===== src/rtl/mux_41_pkg.sv =====
// Shared select-code definitions for the 4:1 operand multiplexer.
package mux_41_pkg;

    typedef logic [1:0] sel_t;

    localparam sel_t SEL_IN1 = 2'b00;
    localparam sel_t SEL_IN2 = 2'b01;
    localparam sel_t SEL_IN3 = 2'b10;
    localparam sel_t SEL_IN4 = 2'b11;

endpackage : mux_41_pkg


===== src/rtl/mux_41_stage.sv =====
// Output register stage: holds the muxed data, the select code and a select-change flag.
module mux_41_stage
    import mux_41_pkg::*;
#(
    parameter int unsigned WIDTH = 4
) (
    input  logic             clk,
    input  logic             rst,
    input  logic [WIDTH-1:0] data_i,
    input  sel_t             sel_i,
    output logic [WIDTH-1:0] data_o,
    output sel_t             sel_o,
    output logic             changed_o
);

    logic [WIDTH-1:0] data_q, data_d;
    sel_t             sel_q,  sel_d;
    logic             chg_q,  chg_d;

    // Next-state values: capture current mux result and flag a select change vs. the held code.
    always_comb begin
        data_d = data_i;
        sel_d  = sel_i;
        chg_d  = (sel_i != sel_q);
    end

    // State registers with synchronous active-high reset.
    always_ff @(posedge clk) begin
        if (rst) begin
            data_q <= '0;
            sel_q  <= SEL_IN1;
            chg_q  <= 1'b0;
        end else begin
            data_q <= data_d;
            sel_q  <= sel_d;
            chg_q  <= chg_d;
        end
    end

    assign data_o    = data_q;
    assign sel_o     = sel_q;
    assign changed_o = chg_q;

endmodule : mux_41_stage


===== src/rtl/mux_41.sv =====
// 4:1 WIDTH-bit multiplexer with a combinational output and a registered, change-flagged copy.
module mux_41
    import mux_41_pkg::*;
#(
    parameter int unsigned WIDTH = 4
) (
    input  logic             clk,
    input  logic             rst,
    input  logic [WIDTH-1:0] in1,
    input  logic [WIDTH-1:0] in2,
    input  logic [WIDTH-1:0] in3,
    input  logic [WIDTH-1:0] in4,
    input  logic [1:0]       select,
    output logic [WIDTH-1:0] out,
    output logic [WIDTH-1:0] out_q,
    output logic [1:0]       sel_q,
    output logic             sel_changed
);

    // Combinational steering; unknown select codes fall back to in1.
    always_comb begin
        out = in1;
        case (select)
            SEL_IN1: out = in1;
            SEL_IN2: out = in2;
            SEL_IN3: out = in3;
            SEL_IN4: out = in4;
            default: out = in1;
        endcase
    end

    mux_41_stage #(
        .WIDTH (WIDTH)
    ) u_stage (
        .clk       (clk),
        .rst       (rst),
        .data_i    (out),
        .sel_i     (select),
        .data_o    (out_q),
        .sel_o     (sel_q),
        .changed_o (sel_changed)
    );

endmodule : mux_41


===== config.mk =====
export PLATFORM = sky130hd
export DESIGN_NAME = mux_41
export DESIGN_NICKNAME = d
export VERILOG_FILES = /design/src/rtl/mux_41_pkg.sv /design/src/rtl/mux_41_stage.sv /design/src/rtl/mux_41.sv
export SDC_FILE = /design/constraint.sdc
export NUM_CORES = 1
export LEC_CHECK = 0
export BUFFER_PORTS_ARGS = -buffer_cell sky130_fd_sc_hd__buf_4
export CAP_MARGIN = 20
export CORE_AREA = 3 3 40 42
export DETAILED_ROUTE_END_ITERATION = 10
export DIE_AREA = 0 0 43 45
export PLACE_DENSITY = 0.59
export SYNTH_ARGS = -nofsm -noshare
export SYNTH_HDL_FRONTEND = slang
export SYNTH_SLANG_ARGS = --single-unit

===== constraint.sdc =====
create_clock -name clk -period 1.1 [get_ports clk]
set_input_delay 0.22 -clock clk [delete_from_list [all_inputs] [get_ports clk]]
set_output_delay 0.22 -clock clk [all_outputs]
set_load 0.02 [all_outputs]

==> out/summary.txt <==
Status: finished, violations left
Violated checks: setup timing
Clk_skew: 0.00310 ns
Avg Cell Area, Syn: 14.4 um^2
CP Launch Type: input pin
Min-delay worst type: in -> reg
Post-route worst setup slack: -0.109 ns
Vias in the first global route: 306
Most frequent cells in the layout: 27 x buf_4, 7 x dfxtp_1, 6 x nor2b_1
R2r endpoint: u_stage.changed_o$_SDFF_PP0_
CP cell instances: buf_12 -> mux4_2 -> buf_6
Final ANT Viol Nets: 0
Worst Hold Launch: rst
Int Power: 547 uW
Worst Max-Slew Pin Slew: 0.121 ns
Hold Path End: u_stage.data_o[3]$_SDFF_PP0_
Synth cell types: 6
Die height: 45 um
Slew HR: 91.8%
Max Slew Vio Count: 0
Max clock buf depth: 2
Cell taking the most area after synthesis: dfxtp_1
RSZ-0062 raised after global routing: true
Critical Path Sink Type: output pin
Synth Cell Area: 302 um^2
Setup TNS: -0.393 ns
Comb power frac: 31.0%
Hold_buf cts: 0
Flop pwr share: 37.3%
Sw frac: 27.0%
IO Port Bufs: 30
Hold slack: 0.175 ns
CP peak stage delay: 0.52 ns
Cell type of the slowest stage on the worst timing path: mux4_2
Routed vias/inst: 4.15
Num rows: 13
Top post-synthesis cells by area: dfxtp_1 46%, mux4_2 30%, nor2b_1 12%, xnor2_1 5.8%, buf_6 3.7%
Per-cell routed wire length: 11.5 um
Reg2reg start: u_stage.sel_o[0]$_SDFF_PP0_
Post-synthesis sequential area ratio: 46.5%
Part of the power in the clock network: 31.7%
Max Fclk: 827 MHz
Design Power: 749 uW
Syn nets: 41
Crit path buf inv count: 2
R2R setup slack: 0.44 ns
Most common cell after layout, fill and taps aside: buf_4
Critical path peak fanout: 5
Die extent in x: 43 um
Total gr overflow: 0
Initial antenna violation count: 0
I/O pin cnt: 31
Area Growth Syn to Fin: 100%
Floorplan core area: 1280 um^2
Via count: 295
Top-area cell type share of the netlist area: 46.5%
LEAKAGE: 0.000285 uW
Gr usage total: 9.32%
Worst EP arrival: 0.99 ns
Full die area: 1940 um^2
Fin. Hold Viols: 0
Period utilization: 110%
Peak VDD IR: 412 uV
Clk_lat worst skew: 0.25 ns
Cell family with most CP delay: multiplexers
First-pass GRT wire length: 1260 um
Worst R2R Path Depth: 2
CTS buffer count: 3
Power density over the cells: 1240 nW/um^2
Clock root buffer: clkbuf_4
Largest net degree at the start of global routing: 8
Initial Utilization: 23.5%
WS Path Type: in -> out
CTS clk-pin slew, worst paths: 0.06 ns
Final net count: 77
Yosys reg bits: 7
Finish-stage setup viols: 4
Final-layout fill cell count: 136
Total Wirelength: 816 um
Htree depth: 1
Ys Warns: 0
Proportion of layout cells with a drive suffix above 1: 71.4%
Cell count after synthesis: 21
CTS sink count: 7
TritonCTS clock tree: done
NetSw: 202 uW
Initial DRC count: 2
First-pass DRT Iterations: 2
Fin crit period: 1.21 ns
Worst EP required: 0.88 ns
Fin util: 47.0%
N_diodes: 0
Routability cong.: 0.655
Worst Hold Path Cells: 2
DRC viols: 0
Max Cap Viol: 0
[metrics by stage]
step / setup WS, ns / instance area (um^2) / instances
floorplan: -0.0601 / 305 / 21
global placement: -0.182 / 542 / 66
detailed placement: -0.180 / 542 / 66
CTS: -0.122 / 592 / 70
global route: -0.140 / 604 / 71
finish: -0.109 / 604 / 71
[final cells by class]
type / count / area, um^2 / share of cell area, %
well taps: 15 / 18.8 / 3.11
flip-flops and latches: 7 / 140 / 23.2
multi-input cells: 13 / 150 / 24.8
clock buffers: 3 / 22.5 / 3.73
repair buffers: 32 / 268 / 44.3
clock inverters: 1 / 5.00 / 0.828
[power groups by stage]
stage / logic, uW / clock network (uW) / registers [uW]
6_report: 232 / 237 / 279
5_1_grt: 247 / 255 / 281
4_1_cts: 229 / 247 / 279
3_5_place_dp: 214 / 0 / 285
3_3_place_gp: 213 / 0 / 284
2_1_floorplan: 76.6 / 0 / 309
[layer usage]
metal | wire (um) | GRT usage [%]
met5 | 0 | 0
met4 | 0 | 10.8
met3 | 86 | 0.797
met2 | 482 | 17.4
met1 | 246 | 8.15
[logic make-up after synthesis]
kind of cell    after synthesis  synth area share, %
xor+xnor                      2                 5.81
mux                           4                 29.9
flops                         7                 46.5
compound gates                1                 1.66
simple gates                  6                 12.4
buf+inv                       1                 3.73
[repair_timing]
action | in CTS | in global routing
setup endpoints to repair | 4 | 4
gates resized for setup | 6 | 1
buffers inserted | 0 | 1
[worst max path at each step]
| stage | from | endpoint | slack (ns) | depth (start not counted) |
|---|---|---|---|---|
| 5_1_grt | select[0] | out[2] | -0.14 | 3 |
| 3_3_place_gp | select[0] | out[2] | -0.18 | 3 |
| 4_1_cts | select[0] | out[2] | -0.12 | 3 |
| 6_report | select[0] | out[2] | -0.11 | 3 |
| 3_5_place_dp | select[0] | out[2] | -0.18 | 3 |
| 2_1_floorplan | select[0] | u_stage.data_o[0]$_SDFF_PP0_ | -0.06 | 3 |
[worst reg2reg max path, delay by kind of cell, from the launching register on]
kind                      cells  cell delay [ns]
DFF                           1             0.35
AOI/OAI and AO/OA             1             0.08
xor gates and xnor gates      1             0.12
[synth_stat cells]
library cell / count
a21oi_1: 1
dfxtp_1: 7
mux4_2: 4
nor2b_1: 6
xnor2_1: 2
buf_6: 1
[registers in the layout (all words and copies together), names as in the netlist]
| signal | cells |
|---|---|
| u_stage.changed_o | 1 |
| u_stage.data_o | 4 |
| u_stage.sel_o | 2 |
Note: power is estimated with default switching activity, not from simulation.
